[src/rtl/sccb_config_seq.sv]
// SCCB camera configuration sequencer: walks a {reg_addr, reg_data} ROM and
// issues one three-byte write per entry through a byte-level I2C master.
module sccb_config_seq #(
  parameter int          ADDR_W       = 8,
  parameter int          ROM_DEPTH    = 76,
  parameter logic [7:0]  SLV_ADDR     = 8'h42,
  parameter int          MAX_RETRY    = 3,
  parameter int          TICKS_PER_MS = 100_000,
  parameter int          GAP_CYCLES   = 16
) (
  input  logic              clk,
  input  logic              reset_n,
  input  logic              start,
  output logic [ADDR_W-1:0] rom_addr,
  input  logic [15:0]       rom_data,
  output logic              i2c_en,
  output logic              i2c_start,
  output logic              i2c_stop,
  output logic [7:0]        tx_data,
  input  logic              tx_done,
  input  logic              ack_error,
  output logic              busy,
  output logic              done,
  output logic              error,
  output logic [ADDR_W-1:0] err_addr,
  output logic [1:0]        retry_cnt
);

  localparam int DLY_W = $clog2(255 * TICKS_PER_MS + 1);
  localparam int GAP_W = $clog2(GAP_CYCLES + 1);

  localparam logic [DLY_W-1:0]  TICKS     = DLY_W'(TICKS_PER_MS);
  localparam logic [GAP_W-1:0]  GAP_LAST  = GAP_W'(GAP_CYCLES - 1);
  localparam logic [ADDR_W-1:0] END_ADDR  = ADDR_W'(ROM_DEPTH);

  localparam logic [3:0] S_IDLE    = 4'd0;
  localparam logic [3:0] S_FETCH   = 4'd1;
  localparam logic [3:0] S_DECODE  = 4'd2;
  localparam logic [3:0] S_START   = 4'd3;
  localparam logic [3:0] S_SLV     = 4'd4;
  localparam logic [3:0] S_REG     = 4'd5;
  localparam logic [3:0] S_DATA    = 4'd6;
  localparam logic [3:0] S_GAP     = 4'd7;
  localparam logic [3:0] S_DELAY   = 4'd8;
  localparam logic [3:0] S_RECOVER = 4'd9;
  localparam logic [3:0] S_FINISH  = 4'd10;

  logic [3:0]       state;
  logic [7:0]       reg_byte;
  logic [7:0]       data_byte;
  logic [DLY_W-1:0] delay_cnt;
  logic [GAP_W-1:0] gap_cnt;

  always_ff @(posedge clk or negedge reset_n) begin
    if (!reset_n) begin
      state     <= S_IDLE;
      rom_addr  <= '0;
      retry_cnt <= 2'd0;
      err_addr  <= '0;
      done      <= 1'b0;
      error     <= 1'b0;
      delay_cnt <= '0;
      reg_byte  <= 8'h00;
      data_byte <= 8'h00;
    end else begin
      case (state)
        S_IDLE: begin
          if (start) begin
            done      <= 1'b0;
            error     <= 1'b0;
            retry_cnt <= 2'd0;
            rom_addr  <= '0;
            state     <= S_FETCH;
          end
        end
        S_FETCH: state <= S_DECODE;
        S_DECODE: begin
          // The depth check stops the walk before rom_addr can ever pass ROM_DEPTH.
          if (rom_data == 16'hFFFF || rom_addr == END_ADDR) begin
            state <= S_FINISH;
          end else if (rom_data[15:8] == 8'hFE) begin
            delay_cnt <= (rom_data[7:0] == 8'd0) ? DLY_W'(1)
                                                 : DLY_W'(rom_data[7:0]) * TICKS;
            state     <= S_DELAY;
          end else begin
            reg_byte  <= rom_data[15:8];
            data_byte <= rom_data[7:0];
            state     <= S_START;
          end
        end
        S_START: state <= S_SLV;
        S_SLV: begin
          if (ack_error)    state <= S_RECOVER;
          else if (tx_done) state <= S_REG;
        end
        S_REG: begin
          if (ack_error)    state <= S_RECOVER;
          else if (tx_done) state <= S_DATA;
        end
        S_DATA: begin
          if (ack_error)    state <= S_RECOVER;
          else if (tx_done) state <= S_GAP;
        end
        S_GAP: begin
          if (gap_cnt == GAP_LAST) begin
            rom_addr  <= rom_addr + ADDR_W'(1);
            retry_cnt <= 2'd0;
            state     <= S_FETCH;
          end
        end
        S_DELAY: begin
          if (delay_cnt <= DLY_W'(1)) begin
            rom_addr <= rom_addr + ADDR_W'(1);
            state    <= S_FETCH;
          end else begin
            delay_cnt <= delay_cnt - DLY_W'(1);
          end
        end
        S_RECOVER: begin
          if (gap_cnt == GAP_LAST) begin
            if (int'(retry_cnt) < MAX_RETRY) begin
              retry_cnt <= retry_cnt + 2'd1;
              state     <= S_START;
            end else begin
              error    <= 1'b1;
              err_addr <= rom_addr;
              state    <= S_FINISH;
            end
          end
        end
        S_FINISH: begin
          done  <= 1'b1;
          state <= S_IDLE;
        end
        default: state <= S_IDLE;
      endcase
    end
  end

  // Shared idle timer for GAP and RECOVER; it sits at zero in every other state.
  always_ff @(posedge clk or negedge reset_n) begin
    if (!reset_n) begin
      gap_cnt <= '0;
    end else if ((state == S_GAP || state == S_RECOVER) && gap_cnt != GAP_LAST) begin
      gap_cnt <= gap_cnt + GAP_W'(1);
    end else begin
      gap_cnt <= '0;
    end
  end

  always_comb begin
    tx_data = 8'h00;
    case (state)
      S_START, S_SLV: tx_data = SLV_ADDR;
      S_REG:          tx_data = reg_byte;
      S_DATA:         tx_data = data_byte;
      default:        tx_data = 8'h00;
    endcase
  end

  // Bus controls decode straight from state so a reset drops them in the same cycle.
  assign i2c_en    = (state == S_START) || (state == S_SLV) ||
                     (state == S_REG)   || (state == S_DATA);
  assign i2c_start = (state == S_START);
  assign i2c_stop  = (state == S_DATA);
  assign busy      = (state != S_IDLE);

endmodule

[config.mk]
export PLATFORM = sky130hd
export DESIGN_NAME = sccb_config_seq
export DESIGN_NICKNAME = d
export VERILOG_FILES = /design/src/rtl/sccb_config_seq.sv
export SDC_FILE = /design/constraint.sdc
export NUM_CORES = 1
export LEC_CHECK = 0
export ABC_AREA = 0
export BUFFER_PORTS_ARGS = -buffer_cell sky130_fd_sc_hd__clkbuf_2
export CAP_MARGIN = 10
export CORE_MARGIN = 1.5
export CORE_UTILIZATION = 60
export DETAILED_ROUTE_END_ITERATION = 8
export PLACE_DENSITY = 0.86
export SLEW_MARGIN = 10
export SYNTH_ARGS = -nofsm -noshare
export SYNTH_HDL_FRONTEND = slang
export SYNTH_SLANG_ARGS = --single-unit
[constraint.sdc]
create_clock -name clk -period 5.7 [get_ports clk]
set_clock_uncertainty 0.05 [all_clocks]
set_input_delay 0.57 -clock clk [delete_from_list [all_inputs] [get_ports clk]]
set_output_delay 0.57 -clock clk [all_outputs]
set_load 0.01 [all_outputs]
Word level (Yosys, flattened, before mapping)
Index checks and enable logic that the tools add are counted. W data, S select, Z words.

Register bits: 70. Input port bits: 21. Output and inout port bits: 32. Word-level logic and storage cells: 105.

Add/sub/neg operators: 4. Multiply operators: 1. $lt $le $gt $ge: 2. Eq/ne operators: 27. Multiplexer cells: 35. Bitwise gates (word level): 3. Reductions and logical operators: 23.

Operators with widths (count): $mux W25 (4); $mux W4 (13); $pmux W25 S2 (1); $pmux W8 S3 (2); $pmux W4 S10 (1); $le A25 B1 Y1 const B (1); $sub A25 B1 Y25 const B (1); $mux W8 (3); $mul A8 B12 Y20 const B (1); $ne A2 B2 Y1 const B (9); $eq A16 B16 Y1 const B (1); $eq A4 B3 Y1 const B (4); $eq A4 B4 Y1 const B (3); $reduce_and A4 Y1 (3); $add A8 B1 Y8 const B (1); $eq A4 B2 Y1 const B (2); $eq A8 B7 Y1 const B (1); $eq A8 B8 Y1 const B (1); $logic_not A8 Y1 (1); $mux W2 (4); $reduce_and A7 Y1 (1); $ne A3 B3 Y1 const B (2); $pmux W2 S3 (1); $reduce_and A3 Y1 (2); 20 further kinds (32).

Logic depth before layout (Yosys ltp)
Gate-level depths: netlist of the first run.

Word-level depth: 5. Mapped depth: 14. Mapped depth without buffers: 13.

Worst setup path before layout of the first run
OpenSTA, ideal clock, no wires.

Path type: in2reg. Start point: input rom_data[2]. End point: register delay_cnt[24]. Setup time: 0.120 ns. Arrival time: 3.772 ns. Data required time: 5.530 ns. Slack: 1.758 ns. Stages on the path: 13. Path buffers: 0. Path through: ha_1 -> ha_1 -> inv_1 -> fa_1 -> inv_1 -> fa_1 -> ha_1 -> o21a_1 -> a21oi_1 -> a2111oi_0 -> nor3b_1 -> o211ai_1 -> a41o_1.

Longest elaborated chain between the ends: 5. Elaborated cells between the ends (all ways): 10. Those cells by class: mul (1); eq/ne (2); mux (4); reduce/logical (3).

RTL lines: from (decl) (line 15) `input logic [15:0] rom_data,`; $mul A8 B12 Y20 / $logic_not A8 Y1 (equally long branches) (line 83, 82); $mux W25 (line 82) `delay_cnt <= (rom_data[7:0] == 8'd0) ? DLY_W'(1)`; $mux W25 (line 81) `end else if (rom_data[15:8] == 8'hFE) begin`; $mux W25 (line 79) `if (rom_data == 16'hFFFF || rom_addr == END_ADDR) begin`; $pmux W25 S2 (line 66) `case (state)`; to (signal assigned) (line 82); to (signal assigned) (line 116) `delay_cnt <= delay_cnt - DLY_W'(1);`; to (decl) (line 51) `logic [DLY_W-1:0] delay_cnt;`.

Several ways; a longest one is shown, not always the timed one. The select of a mux whose other input is x is not followed. A chain may end at the register's enable or synchronous reset.

Worst setup path in the final report of the first run
Start point: input rom_data[2]. End point: register delay_cnt[22].

The elaborated chain is that of the path after synthesis.

==> results.ini, run 1 <==
[finish]
multi_input_area_um2=3500
syn_to_final_growth_pct=8.77
nNetsFinal=741
antenna_cells=0
drive_above_1_share_pct=16.2
seq_area_um2=1750
finalNonFillerCells=756
fill_cells=695

[synthesis]
yosysTopAreaCell=dfrtp_1
ys_ff_latch=70
synth_edf_count=0
async_reset_ff_share_pct=100
yosysTopAreaCellShare_pct=31.9
synth_most_common_cell=dfrtp_1
synthCells=604
synthTopCellsByCount=70 x dfrtp_1, 64 x ha_1, 52 x o21ai_0
synth_area_leaders=dfrtp_1 32%, ha_1 15%, o21ai_0 4.7%
syn_area_um2=5490
syn_area_per_cell_um2=9.09
synth_nets=701
synth-seq-area-share_pct=31.9
synth_ff_type=dfrtp_1
synth_warnings=0
synth_cell_types=60

[setup_path]
cp_slowest_stage_delay_ns=0.79
timing.critical_path.buf_inv=3
path_delay_family=adder cells
slowest_stage=a2111oi_0
crit_top_cell=ha_1
crit_required_ns=5.92
start_kind=input port
path_cells=clkbuf_2 -> ha_1 -> ha_1 -> inv_1 -> fa_1 -> inv_1 -> fa_1 -> ha_1 -> o21a_1 -> a21oi_1 -> a2111oi_0 -> o32ai_1 -> xor2_1 -> o211ai_1
worstPathArrival_ns=4.51
crit_type=in -> reg
path_max_fanout=6
worst_setup_path_end_kind=register

[clock_network]
cts-root-buf=clkbuf_8
clk_latency_ns=0.35
clk_path_buf_depth=2
clkTransAtPathRegs_ns=0.08
numCtsBuffers=9
ctsHoldBuffers=0
tritoncts=yes
postCtsSetupBuffers=0
cts.sinks=70
h-tree-depth=3
cts_resized=0

[power_and_ir_drop]
power_mw=2.45
p_leak_nw=2.79
vdd_drop_max_mv=0.356
powerDensity_nw_per_um2=410

[run]
drv_cap=0

[drt]
route.vias.total=4917
first_iter_violations=349
drt-total-wl_um=13400
route.detailed.drc=0
avgViaCountPerCell=6.50
postRouteAntennaNets=0
wire_per_inst_um=17.8
drt_pass1_iterations=6

[global_route]
busiest_layer=met2
met3_usage_pct=4.96
overflow=0
antenna_found_initial=0
use_met2_pct=46.5
grtUsageMet1_pct=39.4
grt_usage_pct=28.2
grt_pass1_wl_um=22200
grt_pass1_vias=4608
grt_max_degree=71

[sta]
finalCriticalPeriod_ns=4.28
tns_ns=0
max_clock_freq_ghz=0.234
setup_violations=0
max_slew_margin_pct=26.5
worstMarginPinSlew_ns=1.10
maxSlewViolCount=0
fin_crit_sh_pct=75.1
rsz0062_at_grt=false
hold_viol_final=0

[placement]
gp_congestion=0.891
dp.cells=741
port_buffers=52
place_hpwl_um=9930

[run_status]
status=completed

[floorplanning]
core_um2=8810
die_area_um2=9730
rows=34
io_pins=53
start_util_pct=62.3
fp.dieH_um=98.7
die_w_um=98.7

[hold_path]
hold_class=in -> async

==> cells by family after synthesis <==
group,Yosys count,synth area share (%)
compound gates,186,22.1
xor+xnor,14,2.23
simple gates,171,15.7
mux,23,4.65
fa+ha+maj,76,19.0
buf+inv,64,4.42
flops,70,31.9
==> metal layers <==
layer / part of all wire, % / routed length, um
met5: 0 / 0
met4: 1.3 / 175
met2: 48 / 6500
met1: 44 / 5940
met3: 6.2 / 829
==> power by group <==
part           switching (mW)  leakage, nW  internal, mW  total [mW]
clock                   0.196       0.0848         0.154       0.350
sequential              0.203        0.889         0.660       0.863
combinational           0.715         1.82         0.522        1.24
total                    1.11         2.79          1.34        2.45
==> worst register-to-register path, stage by stage (launching register included) <==
cell and delay, ns:
dfrtp_1 0.64, nor3_1 0.56, nand2_1 0.76, o21a_1 0.79, o21ai_0 0.33, o21ai_0 0.12
==> state kept, by name, summed over array words and instances (netlist names) <==
name       flops
delay_cnt     25
reg_byte       8
rom_addr       8
state          4
gap_cnt        5
retry_cnt      2
data_byte      8
err_addr       8
done           1
error          1
==> worst paths after layout <==
check                        startpoint  slack [ns]             to  cells after the start
max                         rom_data[2]        1.42  delay_cnt[22]                     14
min                             reset_n        0.36  delay_cnt[21]                      2
max reg2reg                    state[2]        2.27   delay_cnt[9]                      5
min reg2reg                  gap_cnt[0]        0.42     gap_cnt[0]                      1
max in group asynchronous       reset_n        4.62   data_byte[2]                      2
min in group clk           rom_data[14]        0.40    reg_byte[6]                      3
==> through the flow <==
stage | area (um2) | util [%] | hold slack [ns] | setup WS, ns
floorplan | 5490 | - | 0.224 | 1.76
global placement | 5810 | 66.0 | 0.397 | 1.32
detailed placement | 5810 | 66.0 | 0.414 | 1.14
CTS | 5970 | 67.8 | 0.398 | 1.47
global route | 5970 | 67.8 | 0.397 | 1.24
finish | 5970 | 67.8 | 0.359 | 1.42
==> layout by cell type, fill, tap and decap left out, types with 3 or more instances in the layout <==
cell and instances:
or4_1 5, and3_1 4, a21oi_1 42, mux2i_1 3
o31ai_1 13, nand3_1 9, xnor2_1 7, and2_1 5
a211o_1 3, or2_2 5, dfrtp_1 70, buf_4 3
nor2b_1 4, fa_1 12, a22o_1 3, nor3_1 15
o211ai_1 6, nand4_1 9, inv_1 38, o21a_1 7
o22ai_1 7, nor2_1 51, o21bai_1 5, or3_1 4
nor4_1 13, clkbuf_2 51, mux2_2 20, nand2_1 35
a31oi_1 8, clkinv_2 3, ha_1 64, a41oi_1 3
o21ai_0 52, xor2_1 7, a22oi_1 10, clkbuf_8 9
a211oi_1 5, a21o_1 4
==> final cells by class <==
type,instances,share of cell area (%)
Sequential cell,70,29.3
Timing Repair Buffer,55,4.73
Inverter,38,2.39
Clock buffer,9,2.07
Clock inverter,6,0.670
Tap cell,108,2.26
Multi-Input combinational cell,470,58.5
No activity file was read; power rests on OpenSTA's default activity.
==> run 2: changes to the inputs <==
==> constraint.sdc (replaced) <==
create_clock -name clk -period 4.25 [get_ports clk]
set_clock_uncertainty 0.05 [all_clocks]
set_input_delay 0.425 -clock clk [delete_from_list [all_inputs] [get_ports clk]]
set_output_delay 0.425 -clock clk [all_outputs]
set_load 0.01 [all_outputs]
==> run 2 against run 1 <==
Compared with the run above:
- the run now ends with design-rule violations left
- via count up 0.81%
- wire length up 3.2%
- setup slack worse by 1.1 ns
- combinational power up 35%
- clock power up 77%
- critical path type unchanged
- largest power group unchanged
- highest routed layer unchanged
==> results.ini, run 2 (synthesis results as in run 1) <==
[finish]
nNetsFinal=748  ; +0.94%
final_cell_mix=70 x dfrtp_1, 64 x ha_1, 52 x o21ai_0
regMostFlops=delay_cnt
finalNonFillerCells=764  ; +1.1%
drive_above_1_share_pct=17.1  ; +0.87 points
antenna_cells=0  ; unchanged
fill_cells=676  ; -2.7%
syn_to_final_growth_pct=10.8
layout_commonest_cell=dfrtp_1
largest_register_ffs=25  ; unchanged

[run_status]
violations=design-rule violations
status=finished with violations

[setup_path]
timing.critical_path.buf_inv=3  ; unchanged
start_kind=input port
slowest_stage=fa_1
path_delay_family=adder cells
crit_top_cell=ha_1
path_max_fanout=6  ; unchanged
crit_type=in -> reg
crit_required_ns=4.41  ; -1.51 ns
worstPathArrival_ns=4.08  ; -0.43 ns
worst_setup_path_end_kind=register
cp_slowest_stage_delay_ns=0.50  ; -0.29 ns
path_cells=clkbuf_2 -> ha_1 -> ha_1 -> inv_1 -> fa_1 -> inv_1 -> fa_1 -> ha_1 -> a211oi_1 -> o21ai_0 -> a21o_1 -> a211oi_1 -> mux2i_1 -> o211ai_1

[clock_network]
postCtsSetupBuffers=0  ; unchanged
ctsHoldBuffers=0  ; unchanged
cts_resized=0  ; unchanged
cts.sinks=70  ; unchanged
tritoncts=yes
numCtsBuffers=9  ; unchanged
clkTransAtPathRegs_ns=0.09  ; about the same
clk_path_buf_depth=2  ; unchanged
clk_latency_ns=0.36  ; about the same
h-tree-depth=3  ; unchanged
cts-root-buf=clkbuf_8

[sta]
fin_ws_ns=0.325  ; -1.09 ns
finalCriticalPeriod_ns=3.93
setup_violations=0  ; unchanged
worstMarginPinSlew_ns=1.05  ; -0.0517 ns
maxSlewViolCount=0  ; unchanged
rsz0062_at_grt=false
max_clock_freq_ghz=0.255
fin_crit_sh_pct=92.4
max_slew_margin_pct=30.1  ; +3.6 points
hold_viol_final=0  ; unchanged

[global_route]
grt_pass1_wl_um=23600  ; +6.0%
antenna_found_initial=0  ; unchanged
grt_max_degree=45  ; -37%
grt_pass1_vias=4977  ; +8.0%
grt_usage_pct=30.1  ; +1.9 points
overflow=0  ; unchanged

[drt]
drt-total-wl_um=13900  ; +3.2%
postRouteAntennaNets=0  ; unchanged
first_iter_violations=408  ; +17%
route.vias.total=4957  ; +0.81%
drt_pass1_iterations=7  ; +1
route.detailed.drc=1  ; +1
wire_per_inst_um=18.2  ; +2.2%
avgViaCountPerCell=6.49  ; -0.24%

[placement]
place_ws_ns=-0.0148  ; -1.16 ns
gp_congestion=0.924  ; +3.7%
place_hpwl_um=10200  ; +2.8%
port_buffers=52  ; unchanged
dp.cells=748  ; +0.94%

[power_and_ir_drop]
p_leak_nw=2.85  ; +2.0%
vdd_drop_max_mv=0.426  ; +19%
powerDensity_nw_per_um2=569  ; +39%

[hold_path]
hold_class=in -> async

[floorplanning]
rows=34  ; unchanged
fp.dieH_um=98.7  ; unchanged
core_um2=8810  ; unchanged
start_util_pct=62.3  ; unchanged
die_w_um=98.7  ; unchanged
die_area_um2=9730  ; unchanged
io_pins=53  ; unchanged

[run]
drv_cap=0  ; unchanged

run 2: cell types whose count changed in the layout (fill, tap and decap cells not counted):
cell	before	now
bufinv_16	0	2
inv_6	0	2
clkinv_4	2	1
buf_4	3	10
clkbuf_1	0	1
clkinv_2	3	0
run 2: final timing paths:
check                                 to  cells past startpoint          from  slack (ns)
max                        delay_cnt[23]                     14   rom_data[4]        0.32
min                          reg_byte[4]                      1       reset_n        0.20
max reg2reg                 delay_cnt[0]                      7  delay_cnt[3]        1.01
min reg2reg                   gap_cnt[0]                      1    gap_cnt[0]        0.41
max in group asynchronous   delay_cnt[2]                      2       reset_n        3.00
min in group clk             reg_byte[1]                      3   rom_data[9]        0.25
run 2: worst register-to-register path, stage by stage (launching register included):
cell	delay (ns)
dfrtp_1	0.45
or4_4	0.58
or3_4	0.43
a211oi_4	0.43
o21a_1	0.72
buf_4	0.29
o21ai_0	0.10
o31ai_1	0.08
run 2: layout make-up:
cell class	instances	area, um2	share of cell area (%)
clock buffer	10	128	2.10
clock inverter	6	93.8	1.54
inverter	38	143	2.35
multi-input combinational	470	3500	57.5
sequential	70	1750	28.8
tap	108	135	2.22
timing repair buffer	62	335	5.51
run 2: report_power, final:
| part | switching, mW | internal [mW] | leakage, nW | total, mW |
|---|---|---|---|---|
| clock | 0.283 | 0.336 | 0.107 | 0.619 |
| combinational | 0.963 | 0.718 | 1.85 | 1.68 |
| sequential | 0.278 | 0.885 | 0.889 | 1.16 |
| total | 1.52 | 1.94 | 2.85 | 3.46 |
run 2: per-layer routing:
metal / vias up / global-route usage (%) / share of wire [%]
met3: 31 / 3.97 / 6.1
met2: 215 / 50.4 / 49
met5: - / 0 / 0
met4: 0 / 10.7 / 1.9
li1: 2324 / - / -
met1: 2387 / 40.4 / 42
run 2: metrics by stage:
step / power, mW / instance area [um2] / TNS [ns] / util, % / hold slack, ns
after floorplan: 2.34 / 5490 / 0 / - / 0.0794
after global routing: 3.70 / 6080 / 0 / 69.1 / 0.261
after CTS: 3.43 / 6080 / 0 / 69.1 / 0.233
after global placement: 2.71 / 5860 / 0 / 66.6 / 0.401
after detailed placement: 2.79 / 5860 / -0.0148 / 66.6 / 0.407
final: 3.46 / 6080 / 0 / 69.1 / 0.205
==> run 3: changes to the inputs <==
--- a/config.mk
+++ b/config.mk
@@ -6,12 +6,12 @@
 export NUM_CORES = 1
 export LEC_CHECK = 0
 export ABC_AREA = 0
-export BUFFER_PORTS_ARGS = -buffer_cell sky130_fd_sc_hd__clkbuf_2
+export BUFFER_PORTS_ARGS = -buffer_cell sky130_fd_sc_hd__buf_4
 export CAP_MARGIN = 10
 export CORE_MARGIN = 1.5
-export CORE_UTILIZATION = 60
+export CORE_UTILIZATION = 61
 export DETAILED_ROUTE_END_ITERATION = 8
-export PLACE_DENSITY = 0.86
+export PLACE_DENSITY = 0.84
 export SLEW_MARGIN = 10
 export SYNTH_ARGS = -nofsm -noshare
 export SYNTH_HDL_FRONTEND = slang
==> run 3 against run 2 <==
Compared with the run above:
- the run now ends clean
- via count decreased by 1.8%
- cell count decreased by 0.39%
- sequential share of layout area decreased by 0.43 points
- register-to-register slack about the same
- global-route usage decreased by 1.4 points
- flip-flop and latch count unchanged
- setup slack got worse by 0.13 ns
- non-clock buffer count decreased by 2
- die area decreased by 1.6%
==> results.ini, run 3 (synthesis results as in run 1) <==
[setup_path]
crit_type=in -> reg
timing.critical_path.buf_inv=4  ; +1
start_kind=input port
crit_top_cell=ha_1
worst_setup_path_end_kind=register
crit_required_ns=4.41  ; about the same
slowest_stage=fa_1
cp_slowest_stage_delay_ns=0.50  ; about the same
path_max_fanout=6  ; unchanged
path_cells=buf_4 -> ha_1 -> ha_1 -> inv_1 -> fa_1 -> inv_1 -> fa_1 -> ha_1 -> o21a_1 -> a21oi_1 -> a2111oi_0 -> buf_4 -> o32ai_1 -> xor2_1 -> o211ai_1
path_delay_family=adder cells
worstPathArrival_ns=4.21  ; +0.13 ns

[clock_network]
clkTransAtPathRegs_ns=0.08  ; about the same
cts_resized=0  ; unchanged
clk_latency_ns=0.35  ; about the same
h-tree-depth=3  ; unchanged
cts.sinks=70  ; unchanged
tritoncts=yes
postCtsSetupBuffers=0  ; unchanged
clk_path_buf_depth=2  ; unchanged
numCtsBuffers=9  ; unchanged
cts-root-buf=clkbuf_8
ctsHoldBuffers=0  ; unchanged

[placement]
port_buffers=52  ; unchanged
gp_congestion=0.873  ; -5.5%
place_hpwl_um=9960  ; -2.5%
placed_area_um2=5980  ; +2.0%

[drt]
postRouteAntennaNets=0  ; unchanged
drt_pass1_iterations=7  ; unchanged
wire_per_inst_um=17.7  ; -2.5%
drt-total-wl_um=13500  ; -2.9%
route.detailed.drc=0  ; -1
route.vias.total=4870  ; -1.8%
first_iter_violations=302  ; -26%
avgViaCountPerCell=6.40  ; -1.4%

[finish]
drive_above_1_share_pct=16.8  ; -0.23 points
final_area_um2=6170  ; +1.5%
regMostFlops=delay_cnt
antenna_cells=0  ; unchanged
largest_register_ffs=25  ; unchanged
layout_commonest_cell=dfrtp_1
nNetsFinal=746  ; -0.27%
syn_to_final_growth_pct=12.4
final_core_util_pct=70.8  ; +1.7 points
final_cell_mix=70 x dfrtp_1, 64 x ha_1, 60 x buf_4

[floorplanning]
fp.dieH_um=97.9  ; -0.80%
die_w_um=97.9  ; -0.80%
start_util_pct=63.0  ; +0.61 points
core_um2=8720  ; -0.97%
io_pins=53  ; unchanged
die_area_um2=9580  ; -1.6%
rows=34  ; unchanged

[sta]
max_clock_freq_ghz=0.247  ; -3.1%
setup_violations=0  ; unchanged
fin_crit_sh_pct=95.3  ; +3.0 points
worstMarginPinSlew_ns=0.886  ; -0.162 ns
max_slew_margin_pct=40.1  ; +10 points
maxSlewViolCount=0  ; unchanged
finalCriticalPeriod_ns=4.05  ; +0.126 ns
rsz0062_at_grt=false
hold_viol_final=0  ; unchanged

[power_and_ir_drop]
vdd_drop_max_mv=0.372  ; -13%
powerDensity_nw_per_um2=554  ; -2.8%
p_leak_nw=2.86  ; +0.29%

[global_route]
antenna_found_initial=0  ; unchanged
grt_pass1_wl_um=22600  ; -4.0%
grt_usage_pct=28.7  ; -1.4 points
overflow=0  ; unchanged
grt_max_degree=71  ; +58%
grt_pass1_vias=4698  ; -5.6%

[hold_path]
hold_class=in -> async

[run_status]
status=completed

[run]
drv_cap=0  ; unchanged

==> run 3: path summary, 6_finish.rpt <==
check,startpoint,to,slack (ns),depth (start not counted)
max reg2reg,delay_cnt[3],delay_cnt[13],1.01,7
min in group clk,rom_data[14],reg_byte[6],0.24,3
min,reset_n,delay_cnt[21],0.13,1
max,rom_data[4],delay_cnt[22],0.20,15
max in group asynchronous,reset_n,data_byte[2],3.41,1
min reg2reg,gap_cnt[0],gap_cnt[0],0.42,1
==> run 3: metrics by stage <==
| stage | total power, mW | setup slack, ns | std cells | hold slack, ns | setup TNS, ns |
|---|---|---|---|---|---|
| floorplan | 2.34 | 0.453 | 604 | 0.0794 | 0 |
| global placement | 2.75 | 0.114 | 746 | 0.394 | 0 |
| detailed placement | 2.83 | -0.0549 | 746 | 0.414 | -0.0984 |
| CTS | 3.39 | 0.269 | 761 | 0.188 | 0 |
| global route | 3.67 | 0.0110 | 761 | 0.213 | 0 |
| finish | 3.42 | 0.199 | 761 | 0.133 | 0 |
==> run 3: metal layers <==
| layer | share of wire (%) | global-route usage, % |
|---|---|---|
| met1 | 45 | 41.0 |
| met2 | 47 | 45.3 |
| met3 | 6.9 | 6.08 |
| met4 | 1.5 | 6.26 |
| met5 | 0 | 0 |
==> run 3: final cells by class <==
cell class / count / area [um2]
inverters: 38 / 143
clock buffers: 10 / 138
fillers: 645 / 2550
repair buffers: 60 / 450
multi-input cells: 470 / 3500
well taps: 108 / 135
flip-flops and latches: 70 / 1750
clock inverters: 5 / 60.1
==> run 3: power by group <==
| part | switching, mW | total [mW] | leakage, nW | internal, mW |
|---|---|---|---|---|
| clock network | 0.261 | 0.545 | 0.0866 | 0.284 |
| logic | 0.961 | 1.71 | 1.88 | 0.749 |
| registers | 0.278 | 1.16 | 0.889 | 0.885 |
| total | 1.50 | 3.42 | 2.86 | 1.92 |
